--- src/rtl/neuron_mac_if.sv ---
// Operand/result handshake bundle for neuron_mac: start+bias, (x, w) beat stream, z result stream.
interface neuron_mac_if;
  logic               start;
  logic signed [15:0] bias;
  logic        [7:0]  x;
  logic signed [7:0]  w;
  logic               in_valid;
  logic               in_ready;
  logic        [7:0]  z;
  logic               sat;
  logic               z_valid;
  logic               z_ready;

  modport master (
    output start, bias, x, w, in_valid, z_ready,
    input  in_ready, z, sat, z_valid
  );

  modport slave (
    input  start, bias, x, w, in_valid, z_ready,
    output in_ready, z, sat, z_valid
  );
endinterface

--- src/rtl/neuron_mac.sv ---
// Single-neuron multiply-accumulate: bias + sum of N (x*w) beats, shifted and clamped to an 8-bit z.
// state | meaning
// IDLE  | waiting for start; bias loads into acc on start
// ACC   | accepting (x, w) beats; in_ready high
// OUT   | z/sat presented with z_valid until z_ready
module neuron_mac #(
  parameter int N     = 4,
  parameter int SHIFT = 4
) (
  input logic        clk,
  input logic        rst,
  neuron_mac_if.slave bus
);

  typedef enum logic [1:0] {IDLE, ACC, OUT} state_t;

  localparam logic [7:0] LAST = 8'(N - 1);

  state_t             state_q, state_d;
  logic signed [23:0] acc_q, acc_d;
  logic        [7:0]  cnt_q, cnt_d;
  logic        [7:0]  z_q, z_d;
  logic               sat_q, sat_d;

  logic signed [15:0] prod;
  logic signed [23:0] sum_s;
  logic signed [23:0] shifted;
  logic        [7:0]  clamp_z;
  logic               clamp_sat;

  // x is unsigned, so it gets a zero sign bit before the signed multiply
  assign prod    = $signed({1'b0, bus.x}) * $signed(bus.w);
  assign sum_s   = acc_q + {{8{prod[15]}}, prod};
  assign shifted = sum_s >>> SHIFT;

  always_comb begin
    clamp_z   = shifted[7:0];
    clamp_sat = 1'b0;
    if (shifted < 0) begin
      clamp_z   = 8'd0;
      clamp_sat = 1'b1;
    end else if (shifted > 24'sd255) begin
      clamp_z   = 8'd255;
      clamp_sat = 1'b1;
    end
  end

  always_comb begin
    state_d = state_q;
    acc_d   = acc_q;
    cnt_d   = cnt_q;
    z_d     = z_q;
    sat_d   = sat_q;
    case (state_q)
      IDLE: begin
        if (bus.start) begin
          acc_d   = {{8{bus.bias[15]}}, bus.bias};
          cnt_d   = 8'd0;
          state_d = ACC;
        end
      end
      ACC: begin
        if (bus.in_valid) begin
          acc_d = sum_s;
          cnt_d = cnt_q + 8'd1;
          if (cnt_q == LAST) begin
            z_d     = clamp_z;
            sat_d   = clamp_sat;
            state_d = OUT;
          end
        end
      end
      OUT: begin
        if (bus.z_ready) state_d = IDLE;
      end
      default: state_d = IDLE;
    endcase
  end

  always_ff @(posedge clk) begin
    if (rst) begin
      state_q <= IDLE;
      acc_q   <= '0;
      cnt_q   <= '0;
      z_q     <= '0;
      sat_q   <= 1'b0;
    end else begin
      state_q <= state_d;
      acc_q   <= acc_d;
      cnt_q   <= cnt_d;
      z_q     <= z_d;
      sat_q   <= sat_d;
    end
  end

  // every output comes straight from a flop, so no input reaches an output combinationally
  assign bus.in_ready = (state_q == ACC);
  assign bus.z_valid  = (state_q == OUT);
  assign bus.z        = z_q;
  assign bus.sat      = sat_q;

endmodule

--- src/flat_wrapper.sv ---
// flat-port wrapper written by rule: the top's interface ports become plain ports
module neuron_mac_flat 
#(
  parameter int N     = 4,
  parameter int SHIFT = 4
)
  (clk, rst, bus_start, bus_bias, bus_x, bus_w, bus_in_valid, bus_z_ready, bus_in_ready, bus_z, bus_sat, bus_z_valid);
  neuron_mac_if bus_i ();
  input logic clk;
  input logic rst;
  input wire logic [$bits(bus_i.start)-1:0] bus_start;
  input wire logic [$bits(bus_i.bias)-1:0] bus_bias;
  input wire logic [$bits(bus_i.x)-1:0] bus_x;
  input wire logic [$bits(bus_i.w)-1:0] bus_w;
  input wire logic [$bits(bus_i.in_valid)-1:0] bus_in_valid;
  input wire logic [$bits(bus_i.z_ready)-1:0] bus_z_ready;
  output wire logic [$bits(bus_i.in_ready)-1:0] bus_in_ready;
  output wire logic [$bits(bus_i.z)-1:0] bus_z;
  output wire logic [$bits(bus_i.sat)-1:0] bus_sat;
  output wire logic [$bits(bus_i.z_valid)-1:0] bus_z_valid;
  assign bus_i.start = bus_start;
  assign bus_i.bias = bus_bias;
  assign bus_i.x = bus_x;
  assign bus_i.w = bus_w;
  assign bus_i.in_valid = bus_in_valid;
  assign bus_i.z_ready = bus_z_ready;
  assign bus_in_ready = bus_i.in_ready;
  assign bus_z = bus_i.z;
  assign bus_sat = bus_i.sat;
  assign bus_z_valid = bus_i.z_valid;
  neuron_mac #(.N(N), .SHIFT(SHIFT)) u_core (.clk(clk), .rst(rst), .bus(bus_i));
endmodule
--- config.mk ---
export PLATFORM = sky130hd
export DESIGN_NAME = neuron_mac_flat
export DESIGN_NICKNAME = d
export VERILOG_FILES = /design/src/rtl/neuron_mac_if.sv /design/src/rtl/neuron_mac.sv /design/src/flat_wrapper.sv
export SDC_FILE = /design/constraint.sdc
export NUM_CORES = 1
export LEC_CHECK = 0
export CORE_MARGIN = 4
export CORE_UTILIZATION = 43
export CTS_CLUSTER_SIZE = 16
export DETAILED_ROUTE_END_ITERATION = 10
export PLACE_DENSITY = 0.61
export SLEW_MARGIN = 20
export SYNTH_ARGS = -nofsm -noshare
export SYNTH_HDL_FRONTEND = slang
export SYNTH_SLANG_ARGS = --single-unit
--- constraint.sdc ---
create_clock -name clk -period 10 [get_ports clk]
set_clock_uncertainty 0.2 [all_clocks]
set_input_delay 2.5 -clock clk [delete_from_list [all_inputs] [get_ports clk]]
set_output_delay 2.5 -clock clk [all_outputs]
set_load 0.005 [all_outputs]
==> summary.md <==
| Metric | Value |
|---|---|
| Slew margin rel. | 57.3% |
| DR DRC count | 0 |
| Synth top area cells | dfxtp_1 (16%), ha_1 (16%), fa_1 (14%), and2_1 (5.3%), nand2_1 (4.9%) |
| F_max | 0.106 GHz |
| Drt via density | 5.68 |
| Critical Path AT | 9.48 ns |
| Initial Util | 44.4% |
| IO Pins | 48 |
| Die Height | 120 um |
| Worst Hold Path Cells | 2 |
| Post-route clock period utilization | 94.7% |
| Startpoint Class | input pin |
| Sequential fraction of the synthesis area | 15.9% |
| CP Capture Type | register |
| Hold Path Class | reg2reg |
| Root buffer cell | clkbuf_16 |
| R2R depth | 11 |
| Synth warn | 0 |
| FF-to-FF setup slack | 6.41 ns |
| P&R area growth vs syn | 15.2% |
| Ys flop type | dfxtp_1 |
| Max_cap viols | 0 |
| CTS buffer count | 5 |
| Tmin final | 9.47 ns |
| Post-Syn Instances | 669 |
| Chip Width | 120 um |
| Status | completed |
| Total grt overflow | 0 |
| Peak supply drop | between 100 and 150 uV |
| Final setup fails | 0 |
| Die area | 14400 um2 |
| Final Hold Fails | 0 |
| GPL Wtd Cong | 0.887 |
| Clock slew at reported path FFs | around 0.060 ns |
| Terminus of the critical flop-to-flop path | u_core.bus.z[7]$_SDFFE_PP0P_ |
| First-pass DRT Iterations | 6 |
| Slew Viols, Final | 0 |
| TritonCTS clock tree | yes |
| Crit path kind | in2reg |
| Pre-CTS WS | -0.0286 ns |
| Layout Cells excl Fill | about 880 |
| Clk Latency, worst-skew pair | ~0.3 ns |
| Syn_nets | 811 |
| Average size of a mapped cell | 8.08 um2 |
| Routed Antenna Nets | 0 |
| CP max FO | 8 |
| Total Routing Usage GR | 20.3% |
| Hold Buf Count CTS | 0 |
| Leakage power | 2.80 nW |
| Post-synth top area share | between 10% and 20% |
| Row count | 40 |
| Post-Place Cells | 872 |
| PortBufs | 47 |
| WP data required | 10.01 ns |
| Total chip power | 1.61 mW |
| Worst-Margin Slew | 0.635 ns |
| First-pass GRT wire length | 24.0 mm |
| Initial drt markers | 311 |
| Inserted Diodes | 0 |
| Final worst setup slack | 0.534 ns |
| Post-synth top area cell | dfxtp_1 |
| Clk sink count | 43 |
| Core box area | 12200 um2 |
| Vias in the first global route | 4861 |
| CTS Buffer Depth | 2 |
| Final HPWL DP | 11.3 mm |
| Post-Route WL | 14.4 mm |
| Commonest non-fill, non-tap cell in the layout | nand2_1 |
| Routed wire per std cell | 16.3 um |
| Routed via count | 5000 |
| Fraction of registers with async set/reset | 0% |
| Largest net degree at the start of global routing | 43 |
| Cell variety after synth | 57 |
| Htree depth | 2 |
| Final #Nets | ~850 |
| Worst hold start | u_core.acc_q[2]$_SDFFE_PP0P_ |
| WHS Endpoint | u_core.acc_q[2]$_SDFFE_PP0P_ |
| RSZ-0062 raised after global routing | false |
| Post-synth EDFFs | 0 |
| Initial antenna violation count | 0 |
| Synthesized flop and latch total | 43 |
| Mapped Area | 5410 um2 |
| Power density over cell area | between 200 and 300 nW/um2 |
| Most frequent cells in the layout | nand2_1 (71), ha_1 (67), inv_1 (59) |
| RR Startpoint | u_core.acc_q[0]$_SDFFE_PP0P_ |
| Proportion of layout cells with a drive suffix above 1 | 4.49% |
-- power breakdown --
| part | internal, mW | switching [mW] |
|---|---|---|
| clock network | 0.0925 | 0.0758 |
| logic | 0.489 | 0.759 |
| registers | 0.186 | 0.0111 |
-- cell families (layout without fill, tap and decap cells) --
logic type                 after synthesis  count (layout)  synth area share, %
and+or+nand+nor                        225             225                 20.9
AOI/OAI and AO/OA                      178             178                 21.8
adders and majority gates              105             105                 29.6
buffers and inverters                   81             125                 5.69
DFF                                     43              43                 15.9
xor gates and xnor gates                34              34                 5.51
muxes                                    3               3                0.579
-- worst max-delay path by stage --
| stage | start | end | slack [ns] | depth (start not counted) |
|---|---|---|---|---|
| floorplan | bus_x[0] | u_core.bus.z[0]$_SDFFE_PP0P_ | 1.07 | 21 |
| global placement | bus_x[0] | u_core.bus.z[2]$_SDFFE_PP0P_ | 0.19 | 22 |
| detailed placement | bus_x[0] | u_core.bus.z[3]$_SDFFE_PP0P_ | -0.03 | 22 |
| CTS | bus_x[0] | u_core.bus.z[7]$_SDFFE_PP0P_ | 0.26 | 22 |
| global route | bus_w[4] | u_core.bus.z[3]$_SDFFE_PP0P_ | 0.07 | 24 |
| finish | bus_w[1] | u_core.bus.z[1]$_SDFFE_PP0P_ | 0.53 | 28 |
-- synthesized netlist by cell type (all sizes together) (5+ instances only) --
library cell   n
clkbuf        20
o21ai         40
a21o          14
xnor2         20
nor3           9
nand4          8
nand2         71
a22oi          5
ha            67
a21oi         50
a211oi         9
fa            38
nand3         12
a311oi        10
o21bai         6
and2          46
nand2b         8
and3           7
inv           59
o211ai         9
nor4           5
dfxtp         43
xor2          14
nor2          46
o21a           5
-- critical path, cell delays in order --
cell and delay (ns):
clkdlybuf4s50_1 0.55, and2_1 0.23, ha_1 0.27, inv_1 0.05
fa_1 0.49, inv_1 0.04, ha_1 0.30, fa_1 0.49
ha_1 0.26, fa_1 0.41, a21o_1 0.19, a21oi_1 0.23
o21bai_1 0.11, a21oi_1 0.24, o21bai_1 0.10, a21oi_1 0.22
nor3_1 0.07, a311o_1 0.29, ha_1 0.29, a21oi_1 0.23
o21ai_0 0.23, a31o_2 0.33, or3_1 0.32, o211a_1 0.26
xor2_1 0.18, buf_4 0.16, o41a_1 0.36, o21ai_0 0.08
-- metrics by stage --
| step | utilization (%) | hold slack [ns] | instance area (um2) | TNS, ns |
|---|---|---|---|---|
| after floorplan | - | 0.236 | 5410 | 0 |
| after global placement | 50.0 | 0.260 | 6080 | 0 |
| after detailed placement | 50.0 | 0.266 | 6080 | -0.0541 |
| after CTS | 51.1 | 0.275 | 6220 | 0 |
| after global routing | 51.2 | 0.295 | 6230 | 0 |
| final | 51.2 | 0.270 | 6230 | 0 |
-- metal layers --
layer	global-route usage (%)	routed length, um	up-vias
li1	-	-	2442
met1	28.5	6910	2430
met2	33.8	6850	116
met3	2.59	498	12
met4	3.36	104	0
met5	0	0	-
-- layout make-up --
type / count / area, um2
multi-input combinational: 545 / 4240
clock buffer: 6 / 129
timing repair buffer: 58 / 553
fill: 1218 / 5930
inverter: 59 / 221
clock inverter: 2 / 12.5
sequential: 43 / 861
tap: 168 / 210
-- state kept, by name, summed over array words and instances, names as in the netlist --
register        count
u_core.bus.sat      1
u_core.bus.z        8
u_core.cnt_q        8
u_core.state_q      2
u_core.acc_q       24
-- repair_timing --
item / CTS / global route
endpoints found under the hold margin: 0 / 0
setup endpoints to repair: 0 / 9
buffers inserted: 0 / 1
resized for setup: 0 / 1
Power figures use the tool's default switching activity.
